[src/rtl/mem_burst_engine.sv]
// Burst access controller for a single-port synchronous-read RAM.
// READ bursts stream words from the RAM through a 2-entry output FIFO.
// WRITE bursts move words from an input stream into the RAM.
// Addresses wrap modulo the RAM depth. An additive checksum of all
// transferred words is reported when the burst completes.
module mem_burst_engine #(
  parameter int ADDR_W = 4,
  parameter int DATA_W = 8,
  parameter int LEN_W  = 5
) (
  input  logic              clk,
  input  logic              rst,
  input  logic              start,
  input  logic              mode,
  input  logic [ADDR_W-1:0] base,
  input  logic [LEN_W-1:0]  len,
  output logic              busy,
  output logic              done,
  output logic [DATA_W-1:0] csum,
  output logic [ADDR_W-1:0] mem_adr,
  output logic              mem_we,
  output logic [DATA_W-1:0] mem_dat_w,
  input  logic [DATA_W-1:0] mem_dat_r,
  output logic [DATA_W-1:0] out_data,
  output logic              out_valid,
  input  logic              out_ready,
  input  logic [DATA_W-1:0] in_data,
  input  logic              in_valid,
  output logic              in_ready
);

  localparam int              DEPTH   = 2 ** ADDR_W;
  localparam logic [LEN_W-1:0] MAX_LEN = LEN_W'(DEPTH);

  typedef enum logic [1:0] {
    S_IDLE,
    S_RD,
    S_WR,
    S_FIN
  } state_t;

  state_t state, state_nxt;

  logic [ADDR_W-1:0] addr;
  logic [ADDR_W-1:0] last_adr;
  logic [LEN_W-1:0]  remaining;
  logic [LEN_W-1:0]  len_clamped;
  logic [DATA_W-1:0] csum_q;
  logic [DATA_W-1:0] last_dat_w;

  // Output FIFO: two data slots, one-bit pointers, occupancy 0..2.
  logic [DATA_W-1:0] fifo_mem [2];
  logic              wr_ptr;
  logic              rd_ptr;
  logic [1:0]        fifo_cnt;
  logic              in_flight;
  logic [1:0]        occ;

  logic rd_issue;
  logic rd_pop;
  logic wr_fire;

  // Handshakes, read issue decision and RAM/stream port drive.
  // NOTE: every signal written in always_comb gets a default first so no path can infer a latch.
  always_comb begin
    len_clamped = (len > MAX_LEN) ? MAX_LEN : len;
    out_valid   = (fifo_cnt != 2'd0);
    out_data    = fifo_mem[rd_ptr];
    rd_pop      = (state == S_RD) && out_valid && out_ready;
    // Slots that will be taken after this cycle: a popped word frees its slot
    // in time for a read issued now, which keeps the stream at one word/cycle.
    occ         = fifo_cnt + {1'b0, in_flight} - {1'b0, rd_pop};
    rd_issue    = (state == S_RD) && (remaining != '0) && (occ < 2'd2);
    in_ready    = (state == S_WR) && (remaining != '0);
    wr_fire     = in_ready && in_valid;
    mem_we      = wr_fire;
    mem_adr     = (rd_issue || wr_fire) ? addr : last_adr;
    mem_dat_w   = wr_fire ? in_data : last_dat_w;
    busy        = (state != S_IDLE);
    done        = (state == S_FIN);
    csum        = csum_q;
  end

  // Next-state selection for the burst sequencer.
  always_comb begin
    state_nxt = state;
    case (state)
      S_IDLE: begin
        if (start) begin
          if (len_clamped == '0) state_nxt = S_FIN;
          else if (mode)         state_nxt = S_WR;
          else                   state_nxt = S_RD;
        end
      end
      S_RD: begin
        if ((remaining == '0) && !in_flight && (fifo_cnt == 2'd0)) state_nxt = S_FIN;
      end
      S_WR: begin
        if (remaining == '0) state_nxt = S_FIN;
      end
      S_FIN: state_nxt = S_IDLE;
      default: state_nxt = S_IDLE;
    endcase
  end

  // State register.
  // NOTE: sequential state uses non-blocking assignments so every flop samples pre-edge values.
  always_ff @(posedge clk or posedge rst) begin
    if (rst) state <= S_IDLE;
    else     state <= state_nxt;
  end

  // Address/length counters, checksum and held RAM port values.
  always_ff @(posedge clk or posedge rst) begin
    if (rst) begin
      addr       <= '0;
      remaining  <= '0;
      csum_q     <= '0;
      last_adr   <= '0;
      last_dat_w <= '0;
    end else begin
      if ((state == S_IDLE) && start) begin
        addr      <= base;
        remaining <= len_clamped;
        csum_q    <= '0;
      end else begin
        if (rd_issue || wr_fire) begin
          addr      <= addr + ADDR_W'(1);
          remaining <= remaining - LEN_W'(1);
        end
        if (rd_pop)       csum_q <= csum_q + out_data;
        else if (wr_fire) csum_q <= csum_q + in_data;
      end
      if (rd_issue || wr_fire) last_adr   <= addr;
      if (wr_fire)             last_dat_w <= in_data;
    end
  end

  // FIFO pointers, occupancy and the one-cycle read-in-flight marker.
  always_ff @(posedge clk or posedge rst) begin
    if (rst) begin
      in_flight <= 1'b0;
      wr_ptr    <= 1'b0;
      rd_ptr    <= 1'b0;
      fifo_cnt  <= 2'd0;
    end else begin
      in_flight <= rd_issue;
      if (in_flight) wr_ptr <= ~wr_ptr;
      if (rd_pop)    rd_ptr <= ~rd_ptr;
      fifo_cnt <= fifo_cnt + {1'b0, in_flight} - {1'b0, rd_pop};
    end
  end

  // Capture RAM read data one cycle after the read was issued.
  // NOTE: FIFO data slots are not reset; out_valid is derived from the reset occupancy count.
  always_ff @(posedge clk) begin
    if (in_flight) fifo_mem[wr_ptr] <= mem_dat_r;
  end

endmodule

[config.mk]
export PLATFORM = sky130hd
export DESIGN_NAME = mem_burst_engine
export DESIGN_NICKNAME = d
export VERILOG_FILES = /design/src/rtl/mem_burst_engine.sv
export SDC_FILE = /design/constraint.sdc
export NUM_CORES = 1
export LEC_CHECK = 0
export CORE_UTILIZATION = 50
export DETAILED_ROUTE_END_ITERATION = 10
export PLACE_DENSITY = 0.8
export SLEW_MARGIN = 20
export SYNTH_ARGS = -nofsm -noshare
export SYNTH_HDL_FRONTEND = slang
export SYNTH_SLANG_ARGS = --single-unit
[constraint.sdc]
create_clock -name clk -period 8.5 [get_ports clk]
set_input_delay 1.7 -clock clk [delete_from_list [all_inputs] [get_ports clk]]
set_output_delay 1.7 -clock clk [all_outputs]
set_load 0.01 [all_outputs]
# Yosys cells after proc, flatten, opt, wreduce, memory -nomap -nowiden
# Memory sizes are Yosys's and may differ from the RTL's.
# Cells that the tools add are included.
# totals
memories	1
register_bits	36
ram_bits	16
inputBits	31
# classes
eq_ne	6
n_mux	18
n_reduce_logical	21
n_addsub	6
magnitude_cmp	2
n_bitwise	2
# mem_list
memory	depth	word_bits	rd	rd_clocked_by_memory_dff	write_ports	line_no	rtl
fifo_mem	2	8	1	0	1	52	logic [DATA_W-1:0] fifo_mem [2];
# ops
cell	n
8-bit 2-to-1 mux	4
8-bit adder	2
5-bit 2-to-1 mux	3
4-bit 2-to-1 mux	3
5-bit logical NOT	2
2-bit 2-to-1 mux	5
1-bit logical AND	9
2-bit one-hot mux with 4 select lines	1
2-bit nonzero test	3
5-bit > comparator (second input constant)	1
5-bit nonzero test	1
5-bit by 1-bit subtractor with 5-bit output (second input constant)	1
4-bit by 1-bit adder with 4-bit output (second input constant)	1
2-bit equality test (second input constant)	2
2-bit logical NOT	2
2-bit by 1-bit inequality test with 1-bit output (second input constant)	2
3-bit AND reduction	1
3-bit nonzero test	1
2-bit by 1-bit adder with 2-bit output	1
2-bit by 1-bit equality test with 1-bit output (second input constant)	1
2-bit less-than comparator (second input constant)	1
1-bit 2-to-1 mux	2
2-bit inequality test (second input constant)	1
1-bit NOT	2
other kinds (3)	3

# Depth between registers and ports, before layout
# Gate-level depths: netlist of run 1.
# logic_depth
word_depth	9
mapped_depth	14

# Least setup slack after synthesis of run 1
# OpenSTA, ideal clock, no wires.
# synth_timing
path_kind	input port to output port
from	input port out_ready
to	output port mem_adr[0]
path_stages	10
path_slack_ns	3.140
path_buffers	1
t_arrival_ns	3.660
required_time_ns	6.800
path_cell_list	o211ai_1 > clkinv_1 > ha_1 > inv_1 > ha_1 > xor3_1 > nor3b_4 > or2_1 > buf_6 > mux2_2
# synth_between
elab_chain_len	6
# synth_lines
element	line_no	rtl
from (decl)	26	input logic out_ready,
1-bit logical AND	69	rd_pop = (state == S_RD) && out_valid && out_ready;
net rd_pop	60	logic rd_pop;
2-bit by 1-bit subtractor with 2-bit output	72	occ = fifo_cnt + {1'b0, in_flight} - {1'b0, rd_pop};
net occ[1]	57	logic [1:0] occ;
2-bit less-than comparator	73	rd_issue = (state == S_RD) && (remaining != '0) && (occ < 2'd2);
1-bit logical AND	73	
net rd_issue	59	logic rd_issue;
1-bit logical OR	77	mem_adr = (rd_issue || wr_fire) ? addr : last_adr;
4-bit 2-to-1 mux	-	
to (decl)	20	output logic [ADDR_W-1:0] mem_adr,
# The timed path passes the listed nets, and every way through them passes these cells.

# Worst setup path after layout of run 1
# Same ends and word-level chain as after synthesis.

==> results of run 1 <==
-- per-layer routing --
metal / routed length [um] / part of all wire [%] / track usage (%)
met5: 0 / 0 / 0
met4: 78 / 1.4 / 8.230
met3: 307 / 5.4 / 3.704
met2: 2744 / 48 / 38.79
met1: 2533 / 45 / 27.26
-- final cells by class --
type | count | area (um^2)
Fill cell | 403 | 1652
Sequential cell | 52 | 1381
Multi-Input combinational cell | 171 | 1239
Timing Repair Buffer | 65 | 645.6
Tap cell | 70 | 87.58
Clock buffer | 6 | 72.57
Inverter | 16 | 60.06
Clock inverter | 2 | 35.03
-- kinds of logic (layout without fill, tap and decap cells) --
group	after synthesis	count (layout)
buf+inv	23	89
mux	25	25
compound gates	45	45
simple gates	71	71
fa+ha+maj	18	18
xor+xnor	12	12
flops	52	52
-- flip-flops by register name, summed over array words and instances, names as in the netlist, 2 cells and up --
register and cells:
last_adr 4, remaining 5, fifo_cnt 2, csum 8, state 2, addr 4, fifo_mem 16, last_dat_w 8
-- cell usage in the layout, fill, tap and decap left out, drive strengths merged, types with 3 or more instances in the layout --
cell type      synthesis  routed
nor2                   8       8
a21oi                 14      14
xor2                   6       6
inv                   15      15
mux2i                  5       5
nand2                 40      40
clkdlybuf4s50          0      63
o21ai                 21      21
clkbuf                 3       6
nor3                   4       4
and2                   4       4
mux2                  20      20
nand3                  4       4
o22ai                  3       3
edfxtp                16      16
xnor2                  5       5
dfrtp                 36      36
ha                    17      17
-- worst max-delay path: cells and delay by family --
kind	cells	cell delay, ns
AOI/OAI and AO/OA	1	0.39
xor gates and xnor gates	1	0.28
adders and majority gates	2	0.54
buffers and inverters	4	1.43
muxes	1	0.40
and+or+nand+nor	2	0.73
-- final timing paths --
check                           slack, ns       from  cells past startpoint            to
worst max-delay path                 1.33  out_ready                     11    mem_adr[0]
worst min-delay path                 0.49     wr_ptr                      1        wr_ptr
worst max register to register       4.73   state[1]                     12  remaining[1]
worst min register to register       0.49     wr_ptr                      1        wr_ptr
max in group asynchronous            6.39        rst                      3  remaining[4]
min in group asynchronous            1.78        rst                      3       csum[2]
-- power groups by stage --
| stage | Sequential, mW | Combinational (mW) | Clock [mW] |
|---|---|---|---|
| after floorplan | 0.410 | 0.436 | 0 |
| after global placement | 0.422 | 0.653 | 0 |
| after detailed placement | 0.428 | 0.670 | 0 |
| after CTS | 0.424 | 0.678 | 0.171 |
| after global routing | 0.436 | 0.751 | 0.179 |
| final | 0.423 | 0.673 | 0.168 |
-- per-stage QoR --
step                total power [mW]  utilization (%)  hold WS (ns)  worst slack (ns)  cell area, um^2
finish                         1.264            68.07        0.4933             1.332             3521
global route                   1.366            68.07        0.5191             1.046             3521
CTS                            1.273            68.07        0.4967             1.349             3521
detailed placement             1.098            65.99        0.4820             1.399             3413
global placement               1.075            65.99        0.4680             1.563             3413
floorplan                     0.8462                -        0.4535             3.140             2718
==> metrics.txt, run 1 <==
filler-free cell count of the finished design 382; clock sinks 52; cell with the most instances after synthesis nand2_1; Rel. slew slack 42.22%; final worst path period share 84.33%; EDFF count, synth 16; placer congestion estimate 0.8402; initial DRC count 87; post-CTS sizing 0; worst slew pin tran 0.8630 ns; Synth Register Bits 52; Core ar. 0.005172 mm^2; Main synth FF type dfrtp_1; Core Rows 26; Starting Density 52.54%; slowest stage delay, CP 0.49 ns; worst hold path type reg2reg; max cap viols 0; worst-path fanout max 11; final-report hold violation count 0; root buf cell clkbuf_8; Int Power 0.7957 mW; post-synth top area share 33.15%; DR pass1 iterations 4; Synth Area in Simple Gates 13.03%; sequential share of power 33.4%; Synth warnings 0; Net Sw Power 0.4684 mW; Remaining DRCs 0; final setup vio count 0; Peak supply drop 0.2238 mV; Arrival @ worst endpoint 5.47 ns; Setup Skew 0.008664 ns; Vias per Instance 5.259; die area 0.005734 mm^2; combinational cell fraction of total power 53.3%; Routed Antenna Nets 0; pin count of the biggest net entering global routing 37; compound-cell area share of the yosys netlist 9.300%; RSZ-0062 raised after global routing no; Layout Nets 360; area delta synth->final 29.56%; width of the die 75.73 um; Critical Path Sink Type output port; vias in the first global route 2008; placed cells 374; syn avg cell area 11.05 um^2; H-tree levels 2; initial antenna violation count 0; Clock Tree Buf Depth 2; CTS tree built; leakage power 1.454 nW; postcts setup bufs 0; DR vias 2009; synth cell count leaders 40 x nand2_1, 36 x dfrtp_1, 20 x o21ai_0; worst-path cell chain clkdlybuf4s50_1 > o211ai_1 > clkinv_1 > ha_1 > inv_1 > ha_1 > xor3_1 > nor3b_4 > or2_1 > mux2_2 > clkdlybuf4s50_1; Hold Buf Count CTS 0; sequential-to-total area share from yosys stat 50.83%; xor/xnor share of the synthesized area 4.420%; # diodes 0; GRT Total Usage 22.04%; dpl hpwl 4138 um; Clock power frac 13.3%; Synth area leader dfrtp_1; pwr dens 359.0 mW/mm^2; Routed WL 5663 um; final setup TNS 0 ns; WP data required 6.80 ns; startpoint types input pin; Avg WL per Cell 14.82 um; Clk pin slew, worst setup/hold paths 0.09 ns; first-pass GRT wire length 9190 um; Max Clk Rate 139.5 MHz; grt ovf 0; fraction of layout cells with a size suffix above 1 11.22%; largest family of logic cells by synthesized area simple AND/OR/NAND/NOR gates; die height 75.73 um; outcome finished, final reports clean; Adder-Cell Fraction of Synth Area 8.564%; # port buffers 63; clock latency on the worst-skew pair 0.31 ns; Ports 64; Period minus WS final 7.168 ns; post-synthesis async set-or-reset flop share 69.23%; top post-synthesis cells by area dfrtp_1 33%, edfxtp_1 18%, mux2_2 7.9%; synth unique cells 40; Cells after Synth 246; total CTS buffers 5; Slew Limit Fails 0; fraction of synthesized area in multiplexers 10.27%; cell area after synthesis 0.002718 mm^2; syn_nets 295; critical path class in2out; switching portion of total power 37.05%; Critical Path Slowest Stage Cell clkinv_1
(Power assumes the default switching activity.)
==> run 2, diff against run 1 <==
--- a/config.mk
+++ b/config.mk
@@ -5,9 +5,9 @@
 export SDC_FILE = /design/constraint.sdc
 export NUM_CORES = 1
 export LEC_CHECK = 0
-export CORE_UTILIZATION = 50
+export CORE_UTILIZATION = 45
 export DETAILED_ROUTE_END_ITERATION = 10
-export PLACE_DENSITY = 0.8
+export PLACE_DENSITY = 0.76
 export SLEW_MARGIN = 20
 export SYNTH_ARGS = -nofsm -noshare
 export SYNTH_HDL_FRONTEND = slang
==> constraint.sdc (replaced) <==
create_clock -name clk -period 6.5 [get_ports clk]
set_input_delay 1.3 -clock clk [delete_from_list [all_inputs] [get_ports clk]]
set_output_delay 1.3 -clock clk [all_outputs]
set_load 0.01 [all_outputs]
==> run 2 against run 1 <==
  * Combinational power is 30% higher
  * Worst hold slack worse by 0.0028 ns
  * Flip-flop and latch count is the same
  * Critical path depth increased by 1
  * Critical endpoint is now mem_adr[3]
  * Sequential share of layout area about the same
  * Utilization is 6.1 points lower
  * Global-route usage is 3.7 points lower
  * Wire length down 5.6%
  * Largest power group unchanged
  * Clock-buffer cell count is 1 lower
  * Sequential power grew 30%
==> metrics.txt, run 2 (synthesis results as in run 1) <==
critical path class in2out; final setup margin 0.5660 ns; width of the die 79.71 um; Critical Path Sink Type output port; post-CTS sizing 0; postcts setup bufs 0; total CTS buffers 5; Layout Nets 361; dpl ws 0.5598 ns; clock latency on the worst-skew pair 0.31 ns; grt ovf 0; leading cell types in the layout, fill and taps excluded 63 x clkdlybuf4s50_1, 40 x nand2_1, 36 x dfrtp_1; pwr dens 458.2 mW/mm^2; leakage power 1.449 nW; Period minus WS final 5.934 ns; Setup Skew 0.008154 ns; outcome finished, final reports clean; worst hold path type reg2reg; CTS tree built; max cap viols 0; final setup TNS 0 ns; Peak supply drop 0.2824 mV; Remaining DRCs 0; DR vias 1980; Core ar. 0.005675 mm^2; die area 0.006354 mm^2; Ports 64; Slew Limit Fails 0; Routed Antenna Nets 0; clock sinks 52; DR pass1 iterations 4; Tot Pwr 1.613 mW; Rel. slew slack 52.29%; Avg WL per Cell 13.89 um; Clock Tree Buf Depth 2; fraction of layout cells with a size suffix above 1 11.82%; dpl hpwl 4076 um; GRT Total Usage 18.37%; # diodes 0; initial antenna violation count 0; # port buffers 63; startpoint types input pin; Max Clk Rate 168.5 MHz; area of the multi-input gates 0.001239 mm^2; filler instances 466; final-report hold violation count 0; Starting Density 47.88%; initial DRC count 138; worst slew pin tran 0.7148 ns; pin count of the biggest net entering global routing 37; final setup vio count 0; vias in the first global route 1893; H-tree levels 2; Core Rows 27; Clk pin slew, worst setup/hold paths 0.09 ns; worst-path fanout max 11; first-pass GRT wire length 8873 um; WP data required 5.20 ns; Routed WL 5347 um; register with the highest flop count fifo_mem; root buf cell clkbuf_8; Arrival @ worst endpoint 4.63 ns; Worst Hold Margin 0.4905 ns; area delta synth->final 29.51%; commonest non-fill, non-tap cell in the layout clkdlybuf4s50_1; total area of sequential cells 0.001381 mm^2; max FFs per register 16; Hold Buf Count CTS 0; placer congestion estimate 0.8144; final worst path period share 91.29%; die height 79.71 um; RSZ-0062 raised after global routing no; Vias per Instance 5.143
## run 2: per-stage QoR
step	cells	utilization, %	instance area (um^2)
2_1_floorplan	246	-	2718
3_3_place_gp	377	60.32	3423
3_5_place_dp	377	60.32	3423
4_1_cts	385	62.02	3520
5_1_grt	385	62.02	3520
6_report	385	62.02	3520
## run 2: routing by layer
layer | vias up | wire (um) | track usage (%)
met5 | - | 0 | 0
met4 | 0 | 93 | 6.727
met3 | 8 | 330 | 3.200
met2 | 69 | 2481 | 29.91
met1 | 923 | 2442 | 24.48
li1 | 980 | - | -
## run 2: final timing paths
path	cells past startpoint	slack [ns]	from	to
hold / removal	1	0.49	wr_ptr	wr_ptr
max in group asynchronous	3	4.79	rst	fifo_cnt[0]
setup / recovery	12	0.57	out_ready	mem_adr[3]
hold reg to reg	1	0.49	wr_ptr	wr_ptr
setup reg to reg	13	3.22	state[1]	remaining[1]
min in group asynchronous	3	1.39	rst	last_dat_w[1]
## run 2: power by group
group	switching (mW)	internal, mW	leakage, nW
logic	0.406	0.466	0.818
registers	0.0872	0.461	0.585
clock network	0.114	0.0792	0.0463
## run 2: layout make-up
type / instances / share of cell area, %
clock buffers: 5 / 1.955
clock inverters: 3 / 0.7821
inverters: 16 / 1.706
multi-input cells: 171 / 35.19
flip-flops and latches: 52 / 39.25
well taps: 72 / 2.560
repair buffers: 66 / 18.56
## run 2: critical path: stages
cell	delay [ns]
clkdlybuf4s50_1	0.42
o211ai_1	0.08
buf_4	0.19
clkinv_1	0.24
ha_1	0.35
inv_1	0.06
ha_1	0.14
xor3_1	0.27
nor3b_4	0.30
or2_1	0.40
mux2_2	0.40
clkdlybuf4s50_1	0.48
==> run 3, diff against run 2 <==
--- a/config.mk
+++ b/config.mk
@@ -5,8 +5,10 @@
 export SDC_FILE = /design/constraint.sdc
 export NUM_CORES = 1
 export LEC_CHECK = 0
+export CORE_MARGIN = 2
 export CORE_UTILIZATION = 45
 export DETAILED_ROUTE_END_ITERATION = 10
+export MAX_ROUTING_LAYER = met4
 export PLACE_DENSITY = 0.76
 export SLEW_MARGIN = 20
 export SYNTH_ARGS = -nofsm -noshare
==> run 3 against run 2 <==
  * Worst hold slack about the same
  * Clock skew increased by 0.0026 ns
  * Setup slack improved by 0.12 ns
  * Via count increased by 1.2%
  * Sequential share of layout area about the same
  * Clock-buffer cell count unchanged
  * Critical path type unchanged
  * Final area increased by 0.11%
  * Flip-flop and latch count unchanged
  * Critical endpoint is now mem_adr[1]
  * Maximum frequency increased by 2.1%
  * Cell count increased by 0.78%
==> metrics.txt, run 3 (synthesis results as in run 1) <==
outcome finished, final reports clean; Arrival @ worst endpoint 4.51 ns; grt ovf 0; width of the die 81.71 um; critical path class in2out; pwr dens 459.6 mW/mm^2; max cap viols 0; worst-path fanout max 9; Top Metal Used met4; post-CTS sizing 0; pin count of the biggest net entering global routing 37; clock latency on the worst-skew pair 0.31 ns; initial DRC count 114; Layout Nets 361; CTS tree built; RSZ-0062 raised after global routing no; area of placed instances 0.003427 mm^2; first-pass GRT wire length 8763 um; DR vias 2004; final-report hold violation count 0; Vias per Instance 5.165; Core ar. 0.005886 mm^2; GRT Total Usage 18.04%; dpl hpwl 4183 um; Clk pin slew, worst setup/hold paths 0.09 ns; Post-Layout Inst Area 0.003523 mm^2; Period minus WS final 5.812 ns; leakage power 1.449 nW; Worst Hold Margin 0.4902 ns; leading cell types in the layout, fill and taps excluded 63 x clkdlybuf4s50_1, 40 x nand2_1, 36 x dfrtp_1; placer congestion estimate 0.8596; WP data required 5.20 ns; Slew Limit Fails 0; Peak supply drop 0.2609 mV; vias in the first global route 1894; worst reg2reg path depth 12; DR WL met3 306 um; Critical Path Sink Type output port; Hold Buf Count CTS 0; area delta synth->final 29.65%; clock sinks 52; register with the highest flop count fifo_mem; filler-free cell count of the finished design 388; routed wl met2 2666 um; initial antenna violation count 0; Routed Antenna Nets 0; die area 0.006677 mm^2; met1 wire length 2502 um; Clock Tree Buf Depth 2; commonest non-fill, non-tap cell in the layout clkdlybuf4s50_1; startpoint types input pin; H-tree levels 2; placed cells 380; final worst path period share 89.42%; DR pass1 iterations 4; Remaining DRCs 0; Rel. slew slack 52.23%; Max Clk Rate 172.1 MHz; worst slew pin tran 0.7140 ns; Core Rows 28; max FFs per register 16; die height 81.71 um; # port buffers 63; Avg WL per Cell 14.19 um; worst hold path type reg2reg; final setup vio count 0; root buf cell clkbuf_8; Starting Density 46.17%; Ports 64; Setup Skew 0.01077 ns; Routed WL 5504 um; Cells on Worst Hold Path 1; final setup TNS 0 ns; total CTS buffers 5; fraction of layout cells with a size suffix above 1 11.82%; final core occ 59.86%; # diodes 0; postcts setup bufs 0
-- run 3: cell counts in the layout (fill, tap and decap cells not counted) --
No cell type changed its count.
-- run 3: power by group --
part	leakage [nW]	switching (mW)	total, mW	internal, mW
clock	0.0463	0.117	0.197	0.0793
combinational	0.818	0.409	0.875	0.466
sequential	0.585	0.0871	0.548	0.461
total	1.45	0.613	1.62	1.01
-- run 3: worst paths after layout --
check                               start             to  slack [ns]
worst max-delay path            out_ready     mem_adr[1]        0.69
min in group asynchronous             rst  last_dat_w[4]        1.38
max in group asynchronous             rst  last_dat_w[6]        4.80
worst min-delay path               wr_ptr         wr_ptr        0.49
worst max register to register   state[1]   remaining[1]        3.32
worst min register to register     wr_ptr         wr_ptr        0.49
-- run 3: layout make-up --
class	count	area, um^2
Fill cell	518	2362
Sequential cell	52	1381
Multi-Input combinational cell	171	1239
Timing Repair Buffer	66	653.1
Tap cell	75	93.84
Clock buffer	5	68.82
Inverter	16	60.06
Clock inverter	3	27.53
-- run 3: through the flow --
| stage | setup slack, ns | power [mW] |
|---|---|---|
| final | 0.6880 | 1.619 |
| after floorplan | 1.940 | 1.107 |
| after global routing | 0.4392 | 1.751 |
| after detailed placement | 0.6683 | 1.436 |
| after CTS | 0.6594 | 1.637 |
| after global placement | 0.7555 | 1.413 |
-- run 3: layer usage --
metal	vias up	track usage, %
met5	-	-
met4	0	5.000
met3	5	3.846
met2	62	30.74
met1	960	21.80
li1	977	-
-- run 3: worst max-delay path, cell delays in order --
cell             delay, ns
clkdlybuf4s50_1       0.41
o211ai_1              0.12
clkinv_1              0.28
ha_1                  0.35
inv_1                 0.06
ha_1                  0.14
xor3_1                0.28
nor3b_4               0.31
or2_1                 0.39
mux2_2                0.40
clkdlybuf4s50_1       0.48
